### config.mk
export PLATFORM = sky130hd
export DESIGN_NAME = pwm_channel_scheduler
export DESIGN_NICKNAME = d
export VERILOG_FILES = /design/src/rtl/pwm_pkg.sv /design/src/rtl/pwm_pair_arbiter.sv /design/src/rtl/pwm_channel_scheduler.sv
export SDC_FILE = /design/constraint.sdc
export NUM_CORES = 1
export LEC_CHECK = 0
export BUFFER_PORTS_ARGS = -buffer_cell sky130_fd_sc_hd__buf_4
export CAP_MARGIN = 20
export CORE_UTILIZATION = 55
export DETAILED_ROUTE_END_ITERATION = 8
export PLACE_DENSITY_LB_ADDON = 0.25
export SLEW_MARGIN = 30
export SYNTH_ARGS = -nofsm -noshare
export SYNTH_HDL_FRONTEND = slang
export SYNTH_SLANG_ARGS = --single-unit
### constraint.sdc
create_clock -name clk -period 3 [get_ports clk]
set_clock_uncertainty 0.05 [all_clocks]
set_input_delay 0.15 -clock clk [delete_from_list [all_inputs] [get_ports clk]]
set_output_delay 0.15 -clock clk [all_outputs]
set_load 0.01 [all_outputs]
### src/rtl/pwm_pkg.sv
// Shared constants and types for the PWM channel scheduler: channel/requester
// counts, default counter geometry and the per-pair priority pointer type.
package pwm_pkg;

  localparam int NUM_CH     = 4;
  localparam int REQ_PER_CH = 2;
  localparam int NUM_REQ    = NUM_CH * REQ_PER_CH;

  localparam int DEF_CNT_W  = 8;
  localparam int DEF_PERIOD = 255;

  // Which requester of a pair wins when both are asking.
  typedef enum logic {
    PRI_EVEN = 1'b0,
    PRI_ODD  = 1'b1
  } pri_e;

endpackage

### src/rtl/pwm_pair_arbiter.sv
// Two-way round-robin arbiter for one PWM channel. It updates the grant pair,
// the latched duty and the priority pointer only on the period wrap strobe.
module pwm_pair_arbiter
  import pwm_pkg::*;
#(
  parameter int CNT_W = DEF_CNT_W
) (
  input  logic             clk,
  input  logic             rst,
  input  logic             wrap,
  input  logic [1:0]       req,
  input  logic [CNT_W-1:0] duty_even,
  input  logic [CNT_W-1:0] duty_odd,
  output logic [1:0]       grant,
  output logic [CNT_W-1:0] duty
);

  pri_e ptr;
  logic win_odd;

  // A lone requester always wins; the pointer only matters on a tie.
  always_comb begin
    win_odd = (req == 2'b11) ? (ptr == PRI_ODD) : req[1];
  end

  // NOTE: sequential state uses non-blocking assignments so every register
  // samples the pre-edge values of its neighbours, matching the hardware.
  always_ff @(posedge clk) begin
    if (rst) begin
      ptr   <= PRI_EVEN;
      grant <= '0;
      duty  <= '0;
    end else if (wrap) begin
      if (req == 2'b00) begin
        grant <= '0;
        duty  <= '0;
      end else begin
        grant <= win_odd ? 2'b10 : 2'b01;
        duty  <= win_odd ? duty_odd : duty_even;
        ptr   <= win_odd ? PRI_EVEN : PRI_ODD;
      end
    end
  end

endmodule

### src/rtl/pwm_channel_scheduler.sv
// Shares four PWM channels among eight paired requesters. A shared period
// counter drives every channel; arbitration happens once per period at wrap.
module pwm_channel_scheduler
  import pwm_pkg::*;
#(
  parameter int CNT_W  = DEF_CNT_W,
  parameter int PERIOD = DEF_PERIOD
) (
  input  logic                     clk,
  input  logic                     rst,
  input  logic [NUM_REQ-1:0]       req,
  input  logic [NUM_REQ*CNT_W-1:0] duty_in,
  output logic [NUM_REQ-1:0]       grant,
  output logic [NUM_CH-1:0]        pwm_out,
  output logic                     period_start
);

  localparam logic [CNT_W-1:0] TERM = CNT_W'(PERIOD);

  logic [CNT_W-1:0] cnt;
  logic             wrap;
  logic [CNT_W-1:0] duty_reg [NUM_CH];

  assign wrap         = (cnt == TERM);
  assign period_start = (cnt == '0);

  // Reset parks the counter at the terminal count so the first edge after
  // release is an arbitration edge.
  always_ff @(posedge clk) begin
    if (rst)       cnt <= TERM;
    else if (wrap) cnt <= '0;
    else           cnt <= cnt + 1'b1;
  end

  for (genvar k = 0; k < NUM_CH; k++) begin : g_ch
    pwm_pair_arbiter #(
      .CNT_W(CNT_W)
    ) u_arb (
      .clk      (clk),
      .rst      (rst),
      .wrap     (wrap),
      .req      (req[REQ_PER_CH*k +: REQ_PER_CH]),
      .duty_even(duty_in[(REQ_PER_CH*k)*CNT_W +: CNT_W]),
      .duty_odd (duty_in[(REQ_PER_CH*k+1)*CNT_W +: CNT_W]),
      .grant    (grant[REQ_PER_CH*k +: REQ_PER_CH]),
      .duty     (duty_reg[k])
    );
  end

  // NOTE: every always_comb output gets a default first so no latch is inferred.
  always_comb begin
    pwm_out = '0;
    for (int k = 0; k < NUM_CH; k++) begin
      pwm_out[k] = (|grant[REQ_PER_CH*k +: REQ_PER_CH]) && (cnt < duty_reg[k]);
    end
  end

endmodule

# Yosys cells after proc, flatten, opt, wreduce, memory -nomap -nowiden
# Cells that the tools add are included.
totals:
  regBits: 52
  latch_bits: 0
  ramBits: 0
  romBits: 0
  in_bits: 74
  out_inout_bits: 13
  mem_count: 0
op_classes:
  add_sub_neg: 1
  mul: 0
  div_mod_pow: 0
  n_lt_le_gt_ge: 4
  n_eq_ne: 5
  shift: 0
  n_mux: 25
  bitwise: 4
  reduce_logical: 17
ops:
  columns: ["op", "count"]
  rows:
  - ["$mux 8", 9]
  - ["$lt 8x8->1", 4]
  - ["$mux 2", 8]
  - ["$add 8x1->8 const B", 1]
  - ["$eq 2x2->1 const B", 4]
  - ["$eq 8x8->1 const B", 1]
  - ["$logic_not 2->1", 4]
  - ["$logic_not 8->1", 1]
  - ["$mux 1", 8]
  - ["$reduce_and 2->1", 4]
  - ["$reduce_or 2->1", 4]
  - ["$logic_and 1x1->1", 4]
  - ["$not 1->1", 4]

# Logic depth before layout (Yosys ltp)
# Gate-level depths: netlist of the first run.
depth:
  depth_word: 4
  depth_mapped: 7

# Hierarchy
# From an unflattened synthesis of the first run, not the netlist that was laid out.
unflattened:
  cells_unflattened: 382
  area_unflattened_um2: 3294.4
modules_own_cells:
  columns: ["mod", "n_inst", "cells_per_inst", "area_each_um2", "seq_area_each_um2"]
  rows:
  - ["pwm_pair_arbiter", 4, 59, 550.5, 220.2]
  - ["pwm_channel_scheduler", 1, 146, 1092.3, 160.2]

# Worst setup path after synthesis of the first run
# OpenSTA, ideal clock, no wires.
synth_path:
  kind: "flip-flop to output port"
  from: "register cnt[5]"
  to: "output pwm_out[3]"
  t_arrival_ps: 1752
  setup_slack_ps: 1048
  stages_incl_launch_ff: 6
  cell_sequence: "dfxtp_1 ha_1 o21a_1 o211ai_1 a31oi_1 a2111oi_0"
synth_via:
  elab_chain_cells: 2
synth_lines:
  columns: ["element", "line_no", "source"]
  rows:
  - ["start: declaration", "pwm_channel_scheduler.sv:20", "logic [CNT_W-1:0] cnt;"]
  - ["start signal: assignment", "pwm_channel_scheduler.sv:32", "else cnt <= cnt + 1'b1;"]
  - ["$lt 8x8->1", "pwm_channel_scheduler.sv:54", "pwm_out[k] = (|grant[REQ_PER_CH*k +: REQ_PER_CH]) && (cnt < duty_reg[k]);"]
  - ["$logic_and 1x1->1", "pwm_channel_scheduler.sv:54", null]
  - ["end: declaration", "pwm_channel_scheduler.sv:14", "output logic [NUM_CH-1:0] pwm_out,"]
# Every way passes these cells.

# Worst setup path after layout of the first run
layout_path:
  from: "register cnt[5]"
  to: "output pwm_out[0]"
# The elaborated chain is that of the path after synthesis.

==> results.md, run 1 <==
- Number of H-tree levels: 2
- Ys async rst share: 0%
- P&R area growth vs syn: 25.2%
- Hold-fix buffers, CTS: 0
- Clock sinks: 52
- Net Count, Synth: 421
- GRT Total Usage: 23.4%
- Root Buffer: clkbuf_8
- Wire length per cell: 14.4 um
- Synth Area in XOR/XNOR: 0.852%
- First-pass GRT wire length: 11.3 mm
- Total of max-cap violations: 0
- DRC: 0
- Least-Margin Pin Slew: 919 ps
- Max reg flops: 32
- Die X: 76.9 um
- Final Hold Viols: 0
- Critical path's top delay family: compound AO/OA/AOI/OAI gates
- Die area: 5910 um^2
- Initial antenna violation count: 0
- Largest family of logic cells by synthesized area: compound AO/OA/AOI/OAI gates
- Via density: 5.79
- Worst-Skew Late Latency: 300 ps
- Net Sw Frac: 39.0%
- DP Worst Slack: 765 ps
- Post-synthesis sequential area ratio: 33.8%
- Tot Pwr: 2.81 mW
- Pleak: 1.70 nW
- Crit path DAT: 2350 ps
- Maximum vdd drop: 0.403 mV
- Synth Area per Inst: 9.73 um^2
- Combinational Power Share: 45.3%
- CP required: 2800 ps
- RSZ-0062 raised after global routing: false
- Filler Cell Count: 368
- Routed WL: 6.72 mm
- Util after Layout: 73.7%
- Mux share of post-synthesis cell area: 9.42%
- Setup-failing EPs final: 0
- Clock share of power: 17.2%
- Met1 usage: 28.2%
- Initial detailed-routing violation count: 67
- CP Capture Type: primary output
- Pint: 1.72 mW
- Cell Area, Placed: 3750 um^2
- Final Cycle Share: 84.9%
- Synth warnings: 0
- Pwr/cell area: 729 nW/um^2
- Synth Flop Type: dfxtp_1
- Simple-gate portion of the synthesized area: 9.13%
- CTS max path bufs: 2
- Slew HR: 38.3%
- Register bit count reported by yosys: 52
- Gr busiest metal: met2
- Number of global-route vias before repair: 2552
- P_sw: 1.10 mW
- CTS tree: done
- WP buf/inv: 1
- Synth cell types: 39
- Layout cells sized above 1: 29.5%
- Fmax: 0.393 GHz
- Via count: 2697
- Antenna Cells: 0
- Final setup TNS: 0 ps
- Status: finished clean
- Mapped Area: 3080 um^2
- Post-CTS setup buffers: 0
- TritonCTS Buffers: 5
- CP Max Fanout: 11
- Die Ht: 76.9 um
- Seq pwr share: 37.5%
- GPL Wtd Cong: 0.814
- Core area: 5240 um^2
- # IOs: 87
- Adder-Cell Fraction of Synth Area: 12.2%
- Worst-path cell chain: ha_1 -> o21a_1 -> o211ai_1 -> a31oi_1 -> a2111oi_0 -> buf_4
- Final ANT Viol Nets: 0
- Met3 GRT Util: 4.05%
- Number of flops mapped to enable cells by yosys: 0
- Critical path class: flip-flop to primary output
- Drt pass-1 iters: 4
- Hold Crit Class: primary input to flip-flop
- Clock Pin Slew Worst Setup and Hold Paths: 90 ps
- Initial Util: 58.9%
- Cell area after layout: 3860 um^2
- Largest net degree at the start of global routing: 57
- Tmin final: 2550 ps
- Max Transition Viols Final: 0
- Final WS setup: 452 ps
- DP HPWL: 5.01 mm
- Final net count: 499
- Synthesized instance count: 317
- Gr ovfl total: 0
- PortBufs: 86
- Cell Rows: 26
- Met2 usage in global routing: 41.9%
- Slowest CP cell: dfxtp_1
- Post_cts resized: 0
- Compound-Gate Fraction of Synth Area: 26.9%
- Slowest cell delay on critical path: 610 ps
- Critical Path Start Type: flip-flop
## cell type report
class,instances,area [um^2],area share (%)
well taps,70,87.6,2.27
repair buffers,88,673,17.4
clock inverters,2,35.0,0.907
clock buffers,6,72.6,1.88
flip-flops and latches,52,1040,27.0
inverters,38,143,3.69
multi-input cells,210,1810,46.9
## cell families after synthesis
group | Yosys count
compound gates | 95
buf+inv | 55
simple gates | 53
flops | 52
fa+ha+maj | 30
mux | 29
xor+xnor | 3
## cell usage after synthesis, types with 6 or more instances
library cell | instances | area, um^2
nor2_1 | 13 | 48.8
a311oi_1 | 7 | 61.3
dfxtp_1 | 52 | 1040
o32ai_2 | 14 | 228
o211ai_1 | 7 | 52.6
a21oi_1 | 13 | 65.1
a211oi_1 | 6 | 45.0
nand2_1 | 16 | 60.1
o32ai_1 | 14 | 123
clkbuf_1 | 9 | 33.8
mux2i_1 | 29 | 290
inv_1 | 38 | 143
ha_1 | 30 | 375
## per-layer routing
metal  wire length, um  vias up
met4                66        0
met2              3330       76
met3               296       10
met1              3030     1266
met5                 0        -
li1                  -     1345
## final timing paths
check,startpoint,endpoint,slack (ps),depth (start not counted)
setup / recovery,cnt[5],pwm_out[0],450,6
hold / removal,req[7],g_ch[3].u_arb.ptr,20,2
hold reg to reg,g_ch[0].u_arb.duty[7],g_ch[0].u_arb.duty[7],430,2
setup reg to reg,cnt[1],g_ch[0].u_arb.duty[0],710,5
## placed cells by master (no fill, tap or decap), drive strengths merged, types with 2 or more instances in the layout
cell	instances
a21oi	13
mux2i	29
o32ai	28
nand3b	3
nand2	16
o211ai	7
or3	5
buf	88
nor2	13
a2111oi	4
or2	3
xnor2	2
o31ai	4
and4	2
a21o	4
o21bai	3
o21ai	4
clkbuf	6
o211a	4
a311oi	7
a211oi	6
o21a	5
nand3	5
ha	30
dfxtp	52
a31oi	5
inv	38
## worst register-to-register path, stage by stage, from the launching register on
cell and delay (ps):
dfxtp_1 490, ha_1 270, and4_4 290, nand4_4 280, or3_1 620, o32ai_2 190
## metrics by stage
stage          hold slack [ps]  instances
2_1_floorplan              216        317
3_3_place_gp               338        458
3_5_place_dp               342        458
4_1_cts                   18.3        466
5_1_grt                   25.2        466
6_report                  20.1        466
## power groups by stage
stage	sequential, mW	combinational, mW	clock [mW]
floorplan	1.02	0.942	0
detailed placement	1.07	1.27	0
global placement	1.06	1.20	0
CTS	1.05	1.28	0.488
finish	1.06	1.27	0.484
global route	1.08	1.43	0.514
(Power assumes the default switching activity.)
==> run 2: changes to the inputs <==
--- a/config.mk
+++ b/config.mk
@@ -7,7 +7,7 @@
 export LEC_CHECK = 0
 export BUFFER_PORTS_ARGS = -buffer_cell sky130_fd_sc_hd__buf_4
 export CAP_MARGIN = 20
-export CORE_UTILIZATION = 55
+export CORE_UTILIZATION = 52
 export DETAILED_ROUTE_END_ITERATION = 8
 export PLACE_DENSITY_LB_ADDON = 0.25
 export SLEW_MARGIN = 30
==> constraint.sdc (replaced) <==
create_clock -name clk -period 2.58 [get_ports clk]
set_clock_uncertainty 0.05 [all_clocks]
set_input_delay 0.129 -clock clk [delete_from_list [all_inputs] [get_ports clk]]
set_output_delay 0.129 -clock clk [all_outputs]
set_load 0.01 [all_outputs]
==> results.md, run 2 (synthesis results as in run 1) <==
- Routed WL: 7.12 mm (was 6.72 mm)
- Cell area after layout: 3930 um^2 (was 3860 um^2)
- Clock Pin Slew Worst Setup and Hold Paths: 90 ps (about the same)
- Met3 GRT Util: 4.37% (was 4.05%)
- Die area: 6240 um^2 (was 5910 um^2)
- Via density: 5.70 (was 5.79)
- Clock sinks: 52 (unchanged)
- Via count: 2711 (was 2697)
- Hold Path Sink: g_ch[2].u_arb.ptr (was g_ch[3].u_arb.ptr)
- Tmin final: 2420 ps
- Hold Crit Depth: 2 (unchanged)
- Wire length per cell: 15.0 um (was 14.4 um)
- Final Hold Viols: 0 (unchanged)
- First-pass GRT wire length: 11.8 mm (was 11.3 mm)
- Initial Util: 55.0% (was 58.9%)
- Max Transition Viols Final: 0 (unchanged)
- PortBufs: 86 (unchanged)
- # IOs: 87 (unchanged)
- Hold Crit Class: primary input to flip-flop (unchanged)
- Gr busiest metal: met2 (unchanged)
- Worst-path cell chain: ha_1 -> a211oi_1 -> a31oi_1 -> a2111oi_0 -> buf_4 (was ha_1 -> o21a_1 -> o211ai_1 -> a31oi_1 -> a2111oi_0 -> buf_4)
- Worst flop-to-flop path startpoint: cnt[1] (unchanged)
- Final ANT Viol Nets: 0 (unchanged)
- Worst r2r path cells: 5 (unchanged)
- DP HPWL: 5.30 mm (was 5.01 mm)
- Worst Hold Launch: req[5] (was req[7])
- Critical path class: flip-flop to primary output (unchanged)
- Cell Area, Placed: 3780 um^2 (was 3750 um^2)
- Total of max-cap violations: 0 (unchanged)
- Antenna Cells: 0 (unchanged)
- CP Max Fanout: 11 (unchanged)
- Pwr/cell area: 851 nW/um^2 (was 729 nW/um^2)
- Final net count: 507 (was 499)
- Reg-to-reg slack, setup: 330 ps (was 710 ps)
- Commonest non-fill, non-tap cell in the layout: buf_4 (unchanged)
- Met1 usage: 27.3% (was 28.2%)
- Least-Margin Pin Slew: 764 ps (was 919 ps)
- Number of H-tree levels: 2 (unchanged)
- Largest net degree at the start of global routing: 43 (was 57)
- Maximum vdd drop: 0.531 mV (was 0.403 mV)
- Met2 usage in global routing: 44.0% (was 41.9%)
- Slowest CP cell: dfxtp_1 (unchanged)
- RR Endpoint: g_ch[2].u_arb.duty[6] (was g_ch[0].u_arb.duty[0])
- CTS tree: done (unchanged)
- Drt pass-1 iters: 4 (unchanged)
- Fmax: 0.413 GHz
- Initial antenna violation count: 0 (unchanged)
- Tot Pwr: 3.34 mW (was 2.81 mW)
- Pleak: 1.74 nW (was 1.70 nW)
- Die Ht: 79 um (was 76.9 um)
- Critical Path Start Type: flip-flop (unchanged)
- Gr ovfl total: 0 (unchanged)
- Final Cycle Share: 93.9%
- CP Capture Type: primary output (unchanged)
- Core area: 5610 um^2 (was 5240 um^2)
- TritonCTS Buffers: 5 (unchanged)
- Final setup TNS: 0 ps (unchanged)
- GRT Total Usage: 23.8% (was 23.4%)
- RSZ-0062 raised after global routing: false (unchanged)
- Layout cells sized above 1: 30.4% (was 29.5%)
- Worst-Skew Late Latency: 310 ps (was 300 ps)
- Initial detailed-routing violation count: 112 (was 67)
- Max reg flops: 32 (unchanged)
- Slowest cell delay on critical path: 640 ps (was 610 ps)
- Slew HR: 48.7% (was 38.3%)
- Post_cts resized: 0 (unchanged)
- Die X: 79 um (was 76.9 um)
- GPL Wtd Cong: 0.823 (was 0.814)
- DRC: 0 (unchanged)
- Setup-failing EPs final: 0 (unchanged)
- Root Buffer: clkbuf_8 (unchanged)
- Status: finished clean (unchanged)
- Commonest cells after routing, fill and taps aside: buf_4 (94), dfxtp_1 (52), inv_1 (38) (was buf_4 (87), dfxtp_1 (52), inv_1 (38))
- CP required: 2400 ps (was 2800 ps)
- WHS: 4.81 ps (was 20.1 ps)
- P&R area growth vs syn: 27.5% (was 25.2%)
- Crit path DAT: 2240 ps (was 2350 ps)
- Number of global-route vias before repair: 2682 (was 2552)
- Filler Cell Count: 450 (was 368)
- CTS max path bufs: 2 (unchanged)
- Cell Rows: 27 (was 26)
==> run 2: changes by cell type in the layout (fill, tap and decap cells not counted), sizes merged <==
cell         change
clkinv           -1
buf              +6
clkbuf           +1
dlygate4sd3      +2
==> run 2: how the worst max path moves through the flow <==
stage	cells after the start	startpoint	end	slack (ps)
6_report	5	cnt[5]	pwm_out[0]	160
5_1_grt	6	cnt[5]	pwm_out[2]	30
4_1_cts	5	cnt[5]	pwm_out[1]	170
3_5_place_dp	5	cnt[0]	g_ch[2].u_arb.duty[2]	350
3_3_place_gp	5	cnt[1]	g_ch[0].u_arb.duty[0]	440
2_1_floorplan	5	cnt[5]	pwm_out[3]	650
==> run 2: worst max-delay path: cells and delay by family (launching register included) <==
kind / cells / cell delay (ps)
AOI/OAI and AO/OA: 3 / 750
adders and majority gates: 1 / 340
buffers and inverters: 1 / 210
DFF: 1 / 640
==> run 2: timing repair <==
action | CTS | global route
endpoints found under the hold margin | 2 | 0
setup endpoints to repair | 0 | 0
hold buffers | 2 | 0
buffers inserted | 0 | 0
==> run 2: cell type report <==
| cell class | count | area (um^2) | share of cell area (%) |
|---|---|---|---|
| multi-input combinational | 210 | 1810 | 45.9 |
| timing repair buffer | 96 | 726 | 18.5 |
| sequential | 52 | 1040 | 26.5 |
| tap | 72 | 90.1 | 2.29 |
| inverter | 38 | 143 | 3.63 |
| clock buffer | 7 | 96.3 | 2.45 |
| clock inverter | 1 | 30.0 | 0.764 |
==> run 2: power breakdown <==
group	switching (mW)	leakage, nW	internal [mW]
Combinational	0.787	1.25	0.712
Sequential	0.228	0.424	1.00
Clock	0.272	0.0645	0.343
==> run 2: through the flow <==
stage | util, % | cells | setup slack, ps
after global placement | 67.5 | 466 | 439
after global routing | 70.1 | 476 | 31.0
final | 70.1 | 476 | 156
after CTS | 70.1 | 476 | 169
after floorplan | - | 317 | 649
after detailed placement | 67.5 | 466 | 347
==> run 2: layer usage <==
metal / vias up / wire length [um]
met5: - / 0
met2: 66 / 3760
met3: 9 / 331
met4: 0 / 83
met1: 1272 / 2940
li1: 1364 / -
